### src/rtl/multicycle_control_fsm.sv
// Moore-style multicycle control sequencer for the 16-bit processor datapath.
// Walks fetch/decode/execute/memory/writeback and drives every C_* strobe from the current state.
module multicycle_control_fsm #(
   parameter int HALT_ON_ILLEGAL = 1
) (
   input  logic        CLK,
   input  logic        RESET,
   input  logic [15:0] instruction,
   output logic        C_PCWrite,
   output logic        C_MDin,
   output logic        C_MRead,
   output logic        C_MWrite,
   output logic        C_RFRead,
   output logic        C_RDWrite,
   output logic        C_SPWrite,
   output logic        C_AWrite,
   output logic        C_BWrite,
   output logic        C_IRWrite,
   output logic        C_ALUInA,
   output logic        C_ALUOutWrite,
   output logic        C_Branch,
   output logic        C_SPRel,
   output logic        C_PshPop,
   output logic [1:0]  C_PCSrc,
   output logic [1:0]  C_MAddr,
   output logic [1:0]  C_RFWA,
   output logic [1:0]  C_ALUInB,
   output logic [3:0]  C_ALUOp,
   output logic [2:0]  C_RFWD,
   output logic [3:0]  C_DEBUG_NextState,
   output logic        Halted
);

   typedef enum logic [3:0] {
      S_FETCH  = 4'd0,
      S_DECODE = 4'd1,
      S_EXEC_R = 4'd2,
      S_WB_R   = 4'd3,
      S_EXEC_I = 4'd4,
      S_WB_I   = 4'd5,
      S_MEM_RD = 4'd6,
      S_WB_MEM = 4'd7,
      S_MEM_WR = 4'd8,
      S_BRANCH = 4'd9,
      S_JUMP   = 4'd10,
      S_PUSH   = 4'd11,
      S_POP    = 4'd12,
      S_WB_POP = 4'd13,
      S_HALT   = 4'd14,
      S_IDLE   = 4'd15
   } state_e;

   localparam logic [3:0] ALU_ADD = 4'd0;
   localparam logic [3:0] ALU_SUB = 4'd1;

   state_e     state_q;
   state_e     state_d;
   logic [3:0] opcode;
   logic       unused_instr_bits;

   assign opcode            = instruction[15:12];
   assign unused_instr_bits = ^instruction[11:4];

   always_ff @(posedge CLK) begin
      if (RESET) begin
         state_q <= S_IDLE;
      end else begin
         state_q <= state_d;
      end
   end

   // The debug port mirrors what the register will load, so it must reflect reset too.
   assign C_DEBUG_NextState = RESET ? S_IDLE : state_d;

   always_comb begin
      state_d       = state_q;
      C_PCWrite     = 1'b0;
      C_MDin        = 1'b0;
      C_MRead       = 1'b0;
      C_MWrite      = 1'b0;
      C_RFRead      = 1'b0;
      C_RDWrite     = 1'b0;
      C_SPWrite     = 1'b0;
      C_AWrite      = 1'b0;
      C_BWrite      = 1'b0;
      C_IRWrite     = 1'b0;
      C_ALUInA      = 1'b0;
      C_ALUOutWrite = 1'b0;
      C_Branch      = 1'b0;
      C_SPRel       = 1'b0;
      C_PshPop      = 1'b0;
      C_PCSrc       = 2'd0;
      C_MAddr       = 2'd0;
      C_RFWA        = 2'd0;
      C_ALUInB      = 2'd0;
      C_ALUOp       = ALU_ADD;
      C_RFWD        = 3'd0;
      Halted        = 1'b0;

      case (state_q)
         S_IDLE: begin
            state_d = S_FETCH;
         end
         S_FETCH: begin
            C_MRead   = 1'b1;
            C_MAddr   = 2'd0;
            C_IRWrite = 1'b1;
            C_ALUInA  = 1'b0;
            C_ALUInB  = 2'd1;
            C_ALUOp   = ALU_ADD;
            C_PCSrc   = 2'd0;
            C_PCWrite = 1'b1;
            state_d   = S_DECODE;
         end
         S_DECODE: begin
            // Branch target is precomputed here while the register operands are read.
            C_RFRead      = 1'b1;
            C_AWrite      = 1'b1;
            C_BWrite      = 1'b1;
            C_ALUInA      = 1'b0;
            C_ALUInB      = 2'd2;
            C_ALUOp       = ALU_ADD;
            C_ALUOutWrite = 1'b1;
            case (opcode)
               4'h0:             state_d = S_EXEC_R;
               4'h1, 4'h2, 4'h3: state_d = S_EXEC_I;
               4'h4:             state_d = S_BRANCH;
               4'h5:             state_d = S_JUMP;
               4'h6:             state_d = S_PUSH;
               4'h7:             state_d = S_POP;
               default:          state_d = (HALT_ON_ILLEGAL != 0) ? S_HALT : S_FETCH;
            endcase
         end
         S_EXEC_R: begin
            C_ALUInA      = 1'b1;
            C_ALUInB      = 2'd0;
            C_ALUOp       = instruction[3:0];
            C_ALUOutWrite = 1'b1;
            state_d       = S_WB_R;
         end
         S_WB_R: begin
            C_RDWrite = 1'b1;
            C_RFWA    = 2'd0;
            C_RFWD    = 3'd0;
            state_d   = S_FETCH;
         end
         S_EXEC_I: begin
            C_ALUInA      = 1'b1;
            C_ALUInB      = 2'd3;
            C_ALUOp       = ALU_ADD;
            C_ALUOutWrite = 1'b1;
            case (opcode)
               4'h1:    state_d = S_WB_I;
               4'h2:    state_d = S_MEM_RD;
               4'h3:    state_d = S_MEM_WR;
               default: state_d = S_FETCH;
            endcase
         end
         S_WB_I: begin
            C_RDWrite = 1'b1;
            C_RFWA    = 2'd1;
            C_RFWD    = 3'd0;
            state_d   = S_FETCH;
         end
         S_MEM_RD: begin
            C_MRead = 1'b1;
            C_MAddr = 2'd1;
            state_d = S_WB_MEM;
         end
         S_WB_MEM: begin
            C_RDWrite = 1'b1;
            C_RFWA    = 2'd1;
            C_RFWD    = 3'd1;
            state_d   = S_FETCH;
         end
         S_MEM_WR: begin
            C_MWrite = 1'b1;
            C_MAddr  = 2'd1;
            C_MDin   = 1'b0;
            state_d  = S_FETCH;
         end
         S_BRANCH: begin
            // PC write is qualified by Zero in the datapath; never strobe PCWrite here.
            C_ALUInA = 1'b1;
            C_ALUInB = 2'd0;
            C_ALUOp  = ALU_SUB;
            C_Branch = 1'b1;
            C_PCSrc  = 2'd1;
            state_d  = S_FETCH;
         end
         S_JUMP: begin
            C_PCSrc   = 2'd2;
            C_PCWrite = 1'b1;
            state_d   = S_FETCH;
         end
         S_PUSH: begin
            C_MWrite  = 1'b1;
            C_MAddr   = 2'd2;
            C_MDin    = 1'b1;
            C_SPWrite = 1'b1;
            C_PshPop  = 1'b1;
            C_SPRel   = 1'b1;
            state_d   = S_FETCH;
         end
         S_POP: begin
            C_MRead   = 1'b1;
            C_MAddr   = 2'd2;
            C_SPWrite = 1'b1;
            C_PshPop  = 1'b0;
            C_SPRel   = 1'b1;
            state_d   = S_WB_POP;
         end
         S_WB_POP: begin
            C_RDWrite = 1'b1;
            C_RFWA    = 2'd1;
            C_RFWD    = 3'd1;
            state_d   = S_FETCH;
         end
         S_HALT: begin
            Halted  = 1'b1;
            state_d = S_HALT;
         end
         default: begin
            state_d = state_q;
         end
      endcase
   end

endmodule

### config.mk
export PLATFORM = sky130hd
export DESIGN_NAME = multicycle_control_fsm
export DESIGN_NICKNAME = d
export VERILOG_FILES = /design/src/rtl/multicycle_control_fsm.sv
export SDC_FILE = /design/constraint.sdc
export NUM_CORES = 1
export LEC_CHECK = 0
export ABC_AREA = 1
export CAP_MARGIN = 20
export CORE_MARGIN = 2
export CORE_UTILIZATION = 34
export DETAILED_ROUTE_END_ITERATION = 10
export GPL_TIMING_DRIVEN = 0
export PLACE_DENSITY = 0.84
export SLEW_MARGIN = 25
export SYNTH_ARGS = -nofsm -noshare
export SYNTH_HDL_FRONTEND = slang
export SYNTH_SLANG_ARGS = --single-unit
export TNS_END_PERCENT = 10
### constraint.sdc
create_clock -name CLK -period 1.8 [get_ports CLK]
set_input_delay 0.36 -clock CLK [delete_from_list [all_inputs] [get_ports CLK]]
set_output_delay 0.36 -clock CLK [all_outputs]
set_load 0.1 [all_outputs]
==> results.json, run 1 <==
{
  "total_leakage_power_uw": 0.000738,
  "fin_skew_ns": 0.00766,
  "synth_top_area_share": 0.166,
  "top_regs": "state_q: 4 flops",
  "synth-main-ff-cell": "dfxtp_1",
  "globalRouteOverflowTotal": 0,
  "r2r-end": "state_q[1]$_DFF_P_",
  "worst_slack_ns": -0.0375,
  "grtUsageTotal": 0.198,
  "path_class": "reg2out",
  "reg2reg_slack_ns": 0.63,
  "synth_area_leaders": "nand2_1, inv_1, dfxtp_1",
  "ys_types": 20,
  "avgSynthCellArea_um2": 5.76,
  "endpoint": "C_DEBUG_NextState[1]",
  "yosys_warnings": 0,
  "netlist.top_cell.by_area": "nand2_1",
  "largest_reg_flops": 4,
  "wl_per_cell_um": 13.4,
  "holdCritPathClass": "in2reg",
  "fin_crit_ns": 1.84,
  "drc_errors": 0,
  "syn-cell-area_um2": 633,
  "clkTransAtPathRegs_ns": 0.04,
  "first_pass_iters": 4,
  "setup_viol": 5,
  "synthesis.instances": 110,
  "critPathLaunchType": "register",
  "cp-end-kind": "output pin",
  "grt_antenna_before_repair": 0,
  "cts_buffer_depth": 2,
  "post-synth-top-count-cell": "nand2_1",
  "synthTopCellsByCount": "nand2_1, inv_1, nor2_1",
  "clock_latency_ns": 0.24,
  "ys_ff_latch": 4,
  "die_h_um": 47.2,
  "synthArstFlopShare": 0,
  "crit_path_start": "state_q[0]$_DFF_P_",
  "start_util": 0.363,
  "htreeDepth": 1,
  "final_util": 0.788,
  "r2r_cells": 6,
  "rows": 15,
  "num_vias": 876,
  "hold_violations": 0,
  "yosysSeqAreaShare": 0.126,
  "vias_per_cell": 4.79,
  "place.gp.congestion": 0.874,
  "min_period_over_period": 1.02,
  "violations": "setup timing",
  "grt_pass1_vias": 774,
  "path_max_fanout": 5,
  "holdPathStages": 4,
  "wirelength_mm": 2.46,
  "rsz0062_at_grt": "yes",
  "synth_edf_count": 0,
  "grt_pass1_wl_mm": 3.21,
  "fp.coreArea_um2": 1750,
  "fmax_mhz": 544,
  "grt_max_degree": 10,
  "port_buffers": 41,
  "fp.dieW_um": 47.2,
  "ir_drop_mv": 0.476,
  "ios": 53,
  "layout-drive-gt1-share": 0.608,
  "cts-root-buf": "clkbuf_4",
  "area_growth_pct": 117,
  "diodes": 0,
  "cts_tree": "done",
  "maxSlewViolCount": 0,
  "clkSinkCount": 4,
  "powerDensity_nw_per_um2": 848,
  "die_area_um2": 2220,
  "largest_register": "state_q",
  "dpl.cell_count": 178,
  "drt_iter0_markers": 18,
  "required_ns": 1.44,
  "reg2reg_from": "state_q[3]$_DFF_P_",
  "final_cells": 183,
  "max-cap-violations": 0,
  "status": "finished, violations left",
  "place_hpwl_mm": 1.64,
  "drtAntennaViolNets": 0,
  "cts_buffers": 3,
  "cp.arrival_ns": 1.48,
  "fin_nets": 183
}
==> cells in the final DEF (no fill, tap or decap), drive strengths merged <==
master          n
buf            37
clkbuf          9
clkdlybuf4s15   1
clkdlybuf4s50   5
conb            3
dfxtp           4
dlygate4sd2     2
ha              5
inv            23
nand2          32
nand3           9
nand3b          1
nand4           3
nor2           19
o211ai          1
o21ai           1
o22ai           3
==> power by group <==
part	switching [µW]	internal, µW
Sequential	27.0	102
Clock	42.9	75.0
Combinational	684	235
==> routing by layer <==
layer / global-route usage / part of all wire
met3: 0.00385 / 0.057
met2: 0.381 / 0.55
met4: 0.0833 / 0
met5: 0 / 0
met1: 0.226 / 0.39
==> kinds of logic after synthesis <==
kind of cell             share of synthesized area
other                                      0.00592
adder cells (fa/ha/maj)                     0.0988
buffers and inverters                        0.227
AND/OR/NAND/NOR                              0.492
AO/OA/AOI/OAI                               0.0494
flip-flops                                   0.126
==> worst min path at each step <==
stage                  startpoint            endpoint  slack (ns)
2_1_floorplan      instruction[1]          C_ALUOp[1]        0.95
3_3_place_gp   state_q[2]$_DFF_P_  state_q[2]$_DFF_P_        0.62
3_5_place_dp   state_q[2]$_DFF_P_  state_q[2]$_DFF_P_        0.64
4_1_cts           instruction[12]  state_q[0]$_DFF_P_        0.59
5_1_grt           instruction[12]  state_q[0]$_DFF_P_        0.64
6_report          instruction[12]  state_q[0]$_DFF_P_        0.61
==> worst max-delay path: stages (launching register included) <==
cell     delay, ns
dfxtp_4       0.38
inv_2         0.11
nand2_1       0.11
nor2_2        0.17
nand2_1       0.08
nand4_1       0.18
buf_12        0.20
==> layout make-up <==
class,count,area (µm²)
fill,126,370
inverter,23,96.3
timing repair buffer,43,460
multi-input combinational,77,606
clock buffer,3,22.5
buffer,8,67.6
tap,25,31.3
sequential,4,91.3
==> stage by stage <==
| step | setup WS, ns | setup TNS, ns | total power [µW] | hold WS [ns] | instance area, µm² |
|---|---|---|---|---|---|
| after detailed placement | -1.22 | -21.52 | 947 | 0.638 | 1200 |
| after floorplan | -0.523 | -7.59 | 783 | 0.954 | 763 |
| final | -0.0375 | -0.104 | 1170 | 0.612 | 1380 |
| after global placement | -1.19 | -21.01 | 940 | 0.623 | 1200 |
| after CTS | -0.121 | -0.135 | 1090 | 0.586 | 1220 |
| after global routing | -0.121 | -0.781 | 1210 | 0.644 | 1380 |
==> repair_timing <==
item	CTS	global route
pin swaps	4	3
gates resized for setup	224	35
hold buffers	0	0
setup endpoints to repair	32	27
buffers inserted	0	2
No activity file was read; power rests on OpenSTA's default activity.
==> inputs of run 2 (changes only) <==
--- a/config.mk
+++ b/config.mk
@@ -12,6 +12,7 @@
 export DETAILED_ROUTE_END_ITERATION = 10
 export GPL_TIMING_DRIVEN = 0
 export PLACE_DENSITY = 0.84
+export RECOVER_POWER = 100
 export SLEW_MARGIN = 25
 export SYNTH_ARGS = -nofsm -noshare
 export SYNTH_HDL_FRONTEND = slang
==> results of run 2 <==
No change in the layout: final DEF, timing and power equal those of run 1.
